**config.mk**
```make
export PLATFORM = sky130hd
export DESIGN_NAME = line_animator_flat
export DESIGN_NICKNAME = d
export VERILOG_FILES = /design/src/rtl/line_animator_if.sv /design/src/rtl/line_animator.sv /design/src/flat_wrapper.sv
export SDC_FILE = /design/constraint.sdc
export NUM_CORES = 1
export LEC_CHECK = 0
export ABC_CLOCK_PERIOD_IN_PS = 2200
export CAP_MARGIN = 5
export CELL_PAD_IN_SITES_DETAIL_PLACEMENT = 0
export CELL_PAD_IN_SITES_GLOBAL_PLACEMENT = 1
export CORE_MARGIN = 2
export CORE_UTILIZATION = 38
export DETAILED_ROUTE_END_ITERATION = 16
export PLACE_DENSITY_LB_ADDON = 0.05
export SYNTH_ARGS = -nofsm -noshare
export SYNTH_HDL_FRONTEND = slang
export SYNTH_SLANG_ARGS = --single-unit
```
**constraint.sdc**
```tcl
create_clock -name clk -period 2.2 [get_ports clk]
set_input_delay 0.33 -clock clk [delete_from_list [all_inputs] [get_ports clk]]
set_output_delay 0.33 -clock clk [all_outputs]
set_load 0.01 [all_outputs]
```
**src/rtl/line_animator_if.sv**
```systemverilog
// Line-drawer handshake and framebuffer write port shared by the animator
// (master) and the drawer/framebuffer side (slave).
interface line_animator_if;
   localparam int unsigned COORD_W = 11;

   logic               ld_start;
   logic [COORD_W-1:0] ld_x0;
   logic [COORD_W-1:0] ld_y0;
   logic [COORD_W-1:0] ld_x1;
   logic [COORD_W-1:0] ld_y1;
   logic               ld_done;
   logic [COORD_W-1:0] ld_x;
   logic [COORD_W-1:0] ld_y;
   logic [COORD_W-1:0] pix_x;
   logic [COORD_W-1:0] pix_y;
   logic               pix_color;
   logic               pix_we;

   modport master (
      output ld_start, ld_x0, ld_y0, ld_x1, ld_y1,
      output pix_x, pix_y, pix_color, pix_we,
      input  ld_done, ld_x, ld_y
   );

   modport slave (
      input  ld_start, ld_x0, ld_y0, ld_x1, ld_y1,
      input  pix_x, pix_y, pix_color, pix_we,
      output ld_done, ld_x, ld_y
   );
endinterface

```
**src/rtl/line_animator.sv**
```systemverilog
// Sweeps a line across the screen: clear once, then repeatedly draw, hold,
// erase and advance the endpoint position.
module line_animator #(
   parameter int unsigned SCREEN_W    = 640,
   parameter int unsigned SCREEN_H    = 480,
   parameter int unsigned STEP        = 4,
   parameter int unsigned WAIT_CYCLES = 1_000_000
) (
   input  logic clk,
   input  logic reset,
   input  logic pause,
   line_animator_if.master bus
);
   localparam int unsigned CW     = 11;
   localparam int unsigned WAIT_W = (WAIT_CYCLES > 1) ? $clog2(WAIT_CYCLES) : 1;

   typedef enum logic [2:0] {
      S_CLEAR, S_LOAD_D, S_DRAW, S_HOLD, S_LOAD_E, S_ERASE, S_ADVANCE
   } state_t;

   state_t            state;
   state_t            state_nxt;
   logic [CW-1:0]     rast_x;
   logic [CW-1:0]     rast_y;
   logic [CW-1:0]     pos;
   logic [CW-1:0]     held_x;
   logic [CW-1:0]     held_y;
   logic [WAIT_W-1:0] wait_cnt;
   logic [CW:0]       pos_sum;
   logic [CW-1:0]     pos_next;
   logic              raster_last;
   logic              hold_exp;
   logic              writing;

   // One extra bit on the sum so a wrap near 2047 cannot alias below the limit
   assign pos_sum     = {1'b0, pos} + (CW+1)'(STEP);
   assign pos_next    = (pos_sum > (CW+1)'(SCREEN_W - 1)) ? '0 : pos_sum[CW-1:0];
   assign raster_last = (rast_x == CW'(SCREEN_W - 1)) && (rast_y == CW'(SCREEN_H - 1));
   assign hold_exp    = !pause && (wait_cnt == WAIT_W'(WAIT_CYCLES - 1));
   assign writing     = (state == S_CLEAR) || (state == S_DRAW) || (state == S_ERASE);

   assign bus.ld_x0 = pos;
   assign bus.ld_y0 = '0;
   assign bus.ld_x1 = CW'(SCREEN_W - 1) - pos;
   assign bus.ld_y1 = CW'(SCREEN_H - 1);

   always_ff @(posedge clk) begin
      if (reset) state <= S_CLEAR;
      else       state <= state_nxt;
   end

   always_comb begin
      state_nxt = state;
      case (state)
         S_CLEAR:   if (raster_last) state_nxt = S_LOAD_D;
         S_LOAD_D:  state_nxt = S_DRAW;
         S_DRAW:    if (bus.ld_done) state_nxt = S_HOLD;
         S_HOLD:    if (hold_exp) state_nxt = S_LOAD_E;
         S_LOAD_E:  state_nxt = S_ERASE;
         S_ERASE:   if (bus.ld_done) state_nxt = S_ADVANCE;
         S_ADVANCE: state_nxt = S_LOAD_D;
         default:   state_nxt = S_CLEAR;
      endcase
   end

   // Reset overrides the state decode so the drawer is held in load meanwhile
   always_comb begin
      bus.ld_start  = 1'b0;
      bus.pix_we    = 1'b0;
      bus.pix_color = 1'b0;
      bus.pix_x     = held_x;
      bus.pix_y     = held_y;
      case (state)
         S_CLEAR: begin
            bus.pix_we = 1'b1;
            bus.pix_x  = rast_x;
            bus.pix_y  = rast_y;
         end
         S_LOAD_D, S_LOAD_E: bus.ld_start = 1'b1;
         S_DRAW, S_ERASE: begin
            bus.pix_x     = bus.ld_x;
            bus.pix_y     = bus.ld_y;
            bus.pix_color = (state == S_DRAW);
            bus.pix_we    = !bus.ld_done;
         end
         default: ;
      endcase
      if (reset) begin
         bus.ld_start  = 1'b1;
         bus.pix_we    = 1'b0;
         bus.pix_color = 1'b0;
      end
   end

   always_ff @(posedge clk) begin
      if (reset) begin
         rast_x   <= '0;
         rast_y   <= '0;
         wait_cnt <= '0;
         pos      <= '0;
         held_x   <= '0;
         held_y   <= '0;
      end else begin
         if (state == S_CLEAR) begin
            if (rast_x == CW'(SCREEN_W - 1)) begin
               rast_x <= '0;
               rast_y <= (rast_y == CW'(SCREEN_H - 1)) ? '0 : rast_y + CW'(1);
            end else begin
               rast_x <= rast_x + CW'(1);
            end
         end
         if (state == S_HOLD) begin
            if (!pause) wait_cnt <= hold_exp ? '0 : wait_cnt + WAIT_W'(1);
         end else begin
            wait_cnt <= '0;
         end
         if (state == S_ADVANCE) pos <= pos_next;
         if (writing) begin
            held_x <= bus.pix_x;
            held_y <= bus.pix_y;
         end
      end
   end
endmodule

```
**src/flat_wrapper.sv**
```systemverilog
// flat-port wrapper written by rule: the top's interface ports become plain ports
module line_animator_flat 
#(
   parameter int unsigned SCREEN_W    = 640,
   parameter int unsigned SCREEN_H    = 480,
   parameter int unsigned STEP        = 4,
   parameter int unsigned WAIT_CYCLES = 1_000_000
)
  (clk, reset, pause, bus_ld_start, bus_ld_x0, bus_ld_y0, bus_ld_x1, bus_ld_y1, bus_pix_x, bus_pix_y, bus_pix_color, bus_pix_we, bus_ld_done, bus_ld_x, bus_ld_y);
  line_animator_if bus_i ();
  input  logic clk;
  input  logic reset;
  input  logic pause;
  output wire logic [$bits(bus_i.ld_start)-1:0] bus_ld_start;
  output wire logic [$bits(bus_i.ld_x0)-1:0] bus_ld_x0;
  output wire logic [$bits(bus_i.ld_y0)-1:0] bus_ld_y0;
  output wire logic [$bits(bus_i.ld_x1)-1:0] bus_ld_x1;
  output wire logic [$bits(bus_i.ld_y1)-1:0] bus_ld_y1;
  output wire logic [$bits(bus_i.pix_x)-1:0] bus_pix_x;
  output wire logic [$bits(bus_i.pix_y)-1:0] bus_pix_y;
  output wire logic [$bits(bus_i.pix_color)-1:0] bus_pix_color;
  output wire logic [$bits(bus_i.pix_we)-1:0] bus_pix_we;
  input wire logic [$bits(bus_i.ld_done)-1:0] bus_ld_done;
  input wire logic [$bits(bus_i.ld_x)-1:0] bus_ld_x;
  input wire logic [$bits(bus_i.ld_y)-1:0] bus_ld_y;
  assign bus_ld_start = bus_i.ld_start;
  assign bus_ld_x0 = bus_i.ld_x0;
  assign bus_ld_y0 = bus_i.ld_y0;
  assign bus_ld_x1 = bus_i.ld_x1;
  assign bus_ld_y1 = bus_i.ld_y1;
  assign bus_pix_x = bus_i.pix_x;
  assign bus_pix_y = bus_i.pix_y;
  assign bus_pix_color = bus_i.pix_color;
  assign bus_pix_we = bus_i.pix_we;
  assign bus_i.ld_done = bus_ld_done;
  assign bus_i.ld_x = bus_ld_x;
  assign bus_i.ld_y = bus_ld_y;
  line_animator #(.SCREEN_W(SCREEN_W), .SCREEN_H(SCREEN_H), .STEP(STEP), .WAIT_CYCLES(WAIT_CYCLES)) u_core (.clk(clk), .reset(reset), .pause(pause), .bus(bus_i));
endmodule
```
# Word-level counts from Yosys, hierarchy flattened
# Index checks and enable logic that the tools add are counted.
[totals]
reg_bits = 78
in_bits = 26
out_inout_bits = 69
word_cells = 56
[op_classes]
addsub = 5
n_lt_le_gt_ge = 1
n_eq_ne = 13
muxes = 17
n_bitwise = 1
n_reduce_logical = 12
[ops]
columns = ["cell", "count"]
rows = [
  ["$pmux 11 s2", 2],
  ["$mux 11", 3],
  ["$add 11x1->11 const B", 2],
  ["$pmux 3 s7", 1],
  ["$add 20x1->20 const B", 1],
  ["$eq 20x20->1 const B", 1],
  ["$mux 20", 1],
  ["$add 11x3->12 const B", 1],
  ["$gt 12x10->1 const B", 1],
  ["$mux 3", 4],
  ["$eq 11x10->1 const B", 1],
  ["$eq 11x9->1 const B", 1],
  ["$sub 10x11->11 const A", 1],
  ["$eq 3x3->1 const B", 3],
  ["$eq 3x2->1 const B", 2],
  ["$reduce_or 2->1", 3],
  ["$mux 1", 5],
  ["$ne 2x1->1 const B", 2],
  ["$ne 2x2->1 const B", 2],
  ["$reduce_and 4->1", 1],
  ["$eq 3x1->1 const B", 1],
  ["$logic_not 3->1", 1],
  ["$logic_and 1x1->1", 2],
  ["$logic_not 1->1", 2],
  ["4 further kinds", 5],
]

# Depth between registers and ports, before layout
# Gate-level depths: netlist (run 1).
[logic_depth]
word_depth = 4
depth_mapped = 7
depth_no_buf = 5

# Worst setup path after synthesis (run 1)
# Ideal clock, no wire load.
[synth_path]
path_type = "register to register"
startpoint = "register u_core.wait_cnt[0]"
endpoint = "register u_core.wait_cnt[9]"
setup_ns = 0.115
arrival_time_ns = 1.792
t_required_ns = 2.085
setup_slack_ns = 0.294
path_stages_with_launch = 8
n_path_buf = 2
period_less_slack_ns = 1.906
cell_sequence = "dfxtp_1 -> ha_1 -> nand3b_4 -> or4_1 -> clkbuf_2 -> o21bai_4 -> buf_6 -> nor2_1"
[synth_between]
elab_chain_len = 3
elab_cells_between_ends = 4
classes_between = "add/sub (1); eq/ne (1); mux (1); reduce/logical (1)"
[synth_rtl]
columns = ["item", "line_no", "source"]
rows = [
  ["start, declared", "line_animator.sv:28", "logic [WAIT_W-1:0] wait_cnt;"],
  ["start signal, assigned", "line_animator.sv:113", "if (!pause) wait_cnt <= hold_exp ? '0 : wait_cnt + WAIT_W'(1);"],
  ["parallel branches: the longest is 2 deep, another holds $add 20x1->20", "-", ""],
  ["$mux 20 (*)", "line_animator.sv:113", ""],
]
# Every way passes the cells marked *.
# A chain may end at the register's enable or synchronous reset.

# Worst setup path in the final report (run 1)
[layout_path]
startpoint = "register u_core.state[0]"
endpoint = "output bus_pix_y[0]"
[layout_between]
elab_chain_len = 3
elab_cells_between_ends = 5
classes_between = "eq/ne (2); mux (1); reduce/logical (2)"
[layout_rtl]
columns = ["item", "line_no", "source"]
rows = [
  ["start, declared", "line_animator.sv:21", "state_t state;"],
  ["start signal, assigned", "line_animator.sv:49", "else state <= state_nxt;"],
  ["$eq 3x3->1 or $eq 3x2->1 (tied branches)", "line_animator.sv:73", "case (state)"],
  ["$reduce_or 2->1", "line_animator.sv:73", ""],
  ["$pmux 11 s2 (*)", "line_animator.sv:73", ""],
  ["end, declared", "flat_wrapper.sv:20", "output wire logic [$bits(bus_i.pix_y)-1:0] bus_pix_y;"],
]
# Every way passes the cells marked *; elsewhere a longest branch is shown, timed or not.

==> flow_summary.json, run 1 <==
{
  "initialDrtViolationCount": 202,
  "yosys.area.top_type_share": 0.319,
  "syn_to_final_growth_pct": 30.8,
  "antenna_found_initial": 0,
  "synth.distinct_cells": 61,
  "io_buffer_count": 68,
  "netlist_instances": 588,
  "cts-root-buf": "clkbuf_16",
  "gp_congestion": 0.822,
  "finalCritPeriodShare": 0.963,
  "setup_viol": 0,
  "synth_area_leaders": "dfxtp_1 (32%), or3_1 (6.0%), xnor2_1 (4.8%)",
  "viasPerCell": 5.60,
  "num_vias": 4699,
  "cp.arrival_ns": 1.79,
  "ir_drop_mv": 0.404,
  "clk_path_buf_depth": 2,
  "initial_core_util": 0.393,
  "synth-seq-area-share": 0.319,
  "remaining_drc_errors": 0,
  "ys_top_cells_by_count": "dfxtp_1 (76), nor2_1 (54), or3_1 (46)",
  "coreArea_um2": 12100,
  "htreeDepth": 3,
  "leakagePower_nw": 2.31,
  "max_slew.worst_pin.slew_ns": 0.716,
  "fin_crit_ns": 2.12,
  "grt_max_degree": 40,
  "syn_area_per_cell_um2": 8.10,
  "ys_seq_elements": 76,
  "diodes": 0,
  "wl_um": 13400,
  "clk_latency_ns": 0.34,
  "grt_pass1_wl_um": 22100,
  "skew_ns": 0.00468,
  "ys.flop_type": "dfxtp_1",
  "track_usage": 0.206,
  "fmax_mhz": 472,
  "hold_violations": 0,
  "rsz0062_at_grt": "false",
  "drv_slew": 0,
  "maxCapViolations": 0,
  "clock_sinks": 76,
  "post-dp-hpwl_um": 9350,
  "routedWlPerCell_um": 16.0,
  "power_mw": 3.26,
  "die_w_um": 116,
  "critPathRequiredTime_ns": 1.87,
  "netlist_area_um2": 4760,
  "dieArea_um2": 13500,
  "grt_pass1_vias": 4527,
  "synth.largest_area_cell": "dfxtp_1",
  "grt-ovfl-total": 0,
  "async_flop_share": 0,
  "status": "completed",
  "pin_count": 95,
  "cts-buffers-inserted": 9,
  "ctsHoldBuffers": 0,
  "cp-end-kind": "primary output",
  "cp_max_fo": 7,
  "dieHeight_um": 116,
  "yosysMostFrequentCell": "dfxtp_1",
  "worst_hold_path_type": "reg -> reg",
  "clkSlewWorstSetupHoldPaths_ns": 0.06,
  "slew_headroom": 0.519,
  "ant_nets": 0,
  "nets": 698,
  "cellPowerDensity_nw_per_um2": 523,
  "drive_gt1_frac": 0.139,
  "whs_ns": 0.481,
  "crit_type": "reg -> out",
  "num_rows": 40,
  "first_pass_iters": 4,
  "synth_warnings": 0,
  "cts_tree": "yes",
  "synth_edf_count": 0,
  "cp-start-kind": "flop"
}
-- sequential cells by signal, indices dropped and copies added (netlist names) --
name,count
u_core.wait_cnt,20
u_core.state,3
u_core.rast_y,11
u_core.held_x,11
u_core.bus.ld_x0,9
u_core.rast_x,11
u_core.held_y,11
-- critical path, stage by stage, from the launching register on --
cell	delay, ns
dfxtp_4	0.37
buf_6	0.14
xnor2_4	0.19
buf_2	0.25
o22ai_2	0.10
a21oi_1	0.12
dlygate4sd2_1	0.29
-- what timing repair did --
item,4_1_cts,5_1_grt
pin swaps,0,7
resized for setup,32,39
setup buffers,1,2
setup endpoints to repair,26,36
cloned,0,1
-- metrics by stage --
stage | cell area, µm² | setup TNS [ns] | instances | setup WS [ns] | utilization
final | 6230 | 0 | 839 | 0.0811 | 0.515
after global routing | 6230 | 0 | 839 | 0.000314 | 0.515
after CTS | 6060 | 0 | 836 | 0.00326 | 0.500
after detailed placement | 5730 | -0.205 | 819 | -0.0450 | 0.473
after global placement | 5730 | 0 | 819 | 0.00711 | 0.473
after floorplan | 4850 | 0 | 612 | 0.294 | -
-- area by class of cell --
class	instances	area, µm²
Fill cell	1211	5880
Multi-Input combinational cell	450	3000
Sequential cell	76	1540
Timing Repair Buffer	113	1090
Clock buffer	12	267
Tap cell	168	210
Clock inverter	4	70.1
Inverter	16	60.1
-- power breakdown --
| group | switching, mW | total (mW) | internal, mW | leakage (nW) |
|---|---|---|---|---|
| logic | 0.0945 | 0.194 | 0.0992 | 1.53 |
| registers | 0.0151 | 1.40 | 1.38 | 0.617 |
| clock network | 0.586 | 1.67 | 1.08 | 0.169 |
| total | 0.695 | 3.26 | 2.56 | 2.31 |
-- logic make-up after synthesis --
family	share of synthesized area
AND/OR/NAND/NOR	0.275
AO/OA/AOI/OAI	0.235
buffers and inverters	0.0940
flip-flops	0.319
XOR/XNOR	0.0588
adder cells (fa/ha/maj)	0.0158
other	0.00158
-- final timing paths --
check / startpoint / cells past startpoint / slack (ns) / endpoint
max: u_core.state[0] / 6 / 0.08 / bus_pix_y[0]
min: u_core.wait_cnt[19] / 2 / 0.48 / u_core.wait_cnt[19]
max reg2reg: u_core.rast_x[1] / 5 / 0.13 / u_core.rast_y[9]
min reg2reg: u_core.wait_cnt[19] / 2 / 0.48 / u_core.wait_cnt[19]
-- placed cells by master (no fill, tap or decap), types with 16 or more instances in the layout --
| cell | Yosys | final |
|---|---|---|
| dfxtp_1 | 76 | 71 |
| nor2_1 | 54 | 54 |
| or3_1 | 46 | 46 |
| clkdlybuf4s50_1 | 0 | 43 |
| o21ai_0 | 34 | 33 |
| a21oi_1 | 33 | 33 |
| buf_4 | 27 | 31 |
| conb_1 | 2 | 26 |
| xnor2_1 | 26 | 25 |
| nand2_1 | 22 | 22 |
| inv_1 | 16 | 16 |
-- routing by layer --
layer  track usage  share of wire
met1         0.260           0.47
met2         0.349           0.48
met3        0.0460          0.034
met4        0.0675          0.014
met5             0              0
Note: power is estimated with default switching activity, not from simulation.
==> inputs of run 2 (changes only) <==
--- a/config.mk
+++ b/config.mk
@@ -5,7 +5,7 @@
 export SDC_FILE = /design/constraint.sdc
 export NUM_CORES = 1
 export LEC_CHECK = 0
-export ABC_CLOCK_PERIOD_IN_PS = 2200
+export ABC_CLOCK_PERIOD_IN_PS = 2300
 export CAP_MARGIN = 5
 export CELL_PAD_IN_SITES_DETAIL_PLACEMENT = 0
 export CELL_PAD_IN_SITES_GLOBAL_PLACEMENT = 1
==> constraint.sdc (replaced) <==
create_clock -name clk -period 2.3 [get_ports clk]
set_input_delay 0.345 -clock clk [delete_from_list [all_inputs] [get_ports clk]]
set_output_delay 0.345 -clock clk [all_outputs]
set_load 0.01 [all_outputs]
==> run 2 against run 1 <==
  * Utilization fell by 1.5 points
  * Setup slack improved by 0.035 ns
  * Hold slack better by 0.011 ns
  * Final cell count shrank 0.72%
  * Global-route usage fell by 0.079 points
  * Sequential power shrank 4%
  * Critical path type unchanged
  * Critical endpoint unchanged
==> flow_summary.json, run 2 (synthesized netlist as in run 1, its figures left out) <==
{
  "cp-end-kind": "primary output",
  "crit_type": "reg -> out",
  "grt-ovfl-total": 0,
  "r2r-end": "u_core.rast_y[9]",
  "ctsHoldBuffers": 0,
  "grt_max_degree": 36,
  "slowest_delay_ns": 0.39,
  "pin_count": 95,
  "critPathRequiredTime_ns": 1.96,
  "cts-buffers-inserted": 9,
  "die_w_um": 116,
  "clk_latency_ns": 0.34,
  "clkSlewWorstSetupHoldPaths_ns": 0.06,
  "routedWlPerCell_um": 15.8,
  "status": "completed",
  "cp_max_fo": 10,
  "initial_core_util": 0.393,
  "dieArea_um2": 13500,
  "cts_tree": "yes",
  "worst_hold_path_type": "reg -> reg",
  "fin_tns_setup_ns": 0,
  "final_cell_mix": "dfxtp_1 (72), nor2_1 (54), or3_1 (46), clkdlybuf4s50_1 (43), o21ai_0 (34)",
  "path_cells": "buf_4 -> nand2_1 -> buf_4 -> o22a_1 -> o22ai_1 -> a21oi_1 -> dlygate4sd2_1",
  "placed_cells": 816,
  "gp_congestion": 0.870,
  "nets": 693,
  "cp-start-kind": "flop",
  "design_area_um2": 6050,
  "place_area_um2": 5710,
  "htreeDepth": 3,
  "post-dp-hpwl_um": 9130,
  "finalWorstSetupSlack_ns": 0.116,
  "cts-root-buf": "clkbuf_16",
  "maxCapViolations": 0,
  "cpMaxStageDelayCell": "dfxtp_2",
  "max_slew.worst_pin.slew_ns": 0.585,
  "grt_pass1_wl_um": 22100,
  "drive_gt1_frac": 0.105,
  "fmax_mhz": 458,
  "coreArea_um2": 12100,
  "initialDrtViolationCount": 241,
  "antenna_found_initial": 0,
  "worst-path-buf-inv": 3,
  "finalCoreUtilization": 0.500,
  "clock_sinks": 76,
  "rrSetupSlack_ns": 0.20,
  "skew_ns": 0.00432,
  "first_pass_iters": 4,
  "remaining_drc_errors": 0,
  "viasPerCell": 5.57,
  "io_buffer_count": 68,
  "met1_usage": 0.268,
  "ir_drop_mv": 0.289,
  "use_met3": 0.0335,
  "whs_ns": 0.492,
  "syn_to_final_growth_pct": 27.0,
  "cellPowerDensity_nw_per_um2": 503,
  "crit_start": "u_core.state[0]",
  "grt_pass1_vias": 4426,
  "slew_headroom": 0.609,
  "top_register": "u_core.wait_cnt",
  "layout_commonest_cell": "dfxtp_1",
  "num_vias": 4643,
  "rsz0062_at_grt": "false",
  "largest_reg_flops": 20,
  "hold_violations": 0,
  "rr_worst_depth": 5,
  "fin_crit_ns": 2.18,
  "track_usage": 0.205,
  "drv_slew": 0,
  "wl_um": 13200,
  "ant_nets": 0,
  "layout.cells.non_filler": 833,
  "place_ws_ns": 0.0555,
  "num_rows": 40,
  "power_mw": 3.04,
  "reg2reg_from": "u_core.rast_x[0]",
  "cp.arrival_ns": 1.84,
  "diodes": 0,
  "dieHeight_um": 116,
  "clk_path_buf_depth": 2,
  "finalCritPeriodShare": 0.950,
  "leakagePower_nw": 2.30,
  "top_usage_layer": "met2",
  "crit_family": "buffers and inverters",
  "cp.depth": 7,
  "timing.critical_path.to": "bus_pix_y[0]",
  "gr-usage-met2": 0.343,
  "crit_top_cell": "buf_4",
  "setup_viol": 0
}
[run 2: cell count changes in the layout (fill, tap and decap cells not counted), sizes merged]
cell,delta
clkbuf,-1
clkdlybuf4s15,-11
bufbuf,+1
dlygate4sd2,+11
buf,-6
[run 2: worst min-delay path by stage]
stage,from,endpoint,slack (ns),depth (start not counted)
3_3_place_gp,u_core.wait_cnt[18],u_core.wait_cnt[18],0.46,2
5_1_grt,u_core.wait_cnt[18],u_core.wait_cnt[18],0.52,2
2_1_floorplan,u_core.wait_cnt[19],u_core.wait_cnt[19],0.45,2
6_report,u_core.wait_cnt[19],u_core.wait_cnt[19],0.49,2
4_1_cts,u_core.wait_cnt[18],u_core.wait_cnt[18],0.49,2
3_5_place_dp,u_core.wait_cnt[19],u_core.wait_cnt[19],0.48,2
[run 2: timing repair]
item | in CTS | in global routing
gates resized for setup | 30 | 2
cloned | 1 | 0
setup buffers | 1 | 0
setup endpoints to repair | 24 | 2
[run 2: routing by layer]
metal	up-vias	share of wire
met5	-	0
met1	2227	0.46
met2	93	0.48
met3	17	0.040
li1	2306	-
met4	0	0.016
[run 2: tightest hold or removal path: stages, from the launching register on]
cell and delay, ns:
dfxtp_1 0.32, o31ai_1 0.06, a21oi_1 0.06
[run 2: final cells by class]
type	count	area (µm²)
fill	1190	6060
clock inverter	4	73.8
multi-input combinational	450	2890
clock buffer	11	243
timing repair buffer	108	1040
sequential	76	1530
inverter	16	60.1
tap	168	210
[run 2: power by group]
group | leakage (nW) | internal (mW) | switching, mW
Combinational | 1.53 | 0.0892 | 0.0871
Clock | 0.156 | 0.974 | 0.551
Sequential | 0.615 | 1.33 | 0.0157
==> inputs of run 3 (changes only) <==
--- a/config.mk
+++ b/config.mk
@@ -13,6 +13,7 @@
 export CORE_UTILIZATION = 38
 export DETAILED_ROUTE_END_ITERATION = 16
 export PLACE_DENSITY_LB_ADDON = 0.05
+export SLEW_MARGIN = 40
 export SYNTH_ARGS = -nofsm -noshare
 export SYNTH_HDL_FRONTEND = slang
 export SYNTH_SLANG_ARGS = --single-unit
==> results of run 3 <==
Same layout as run 2: the final DEF is identical, and so are final timing and power.
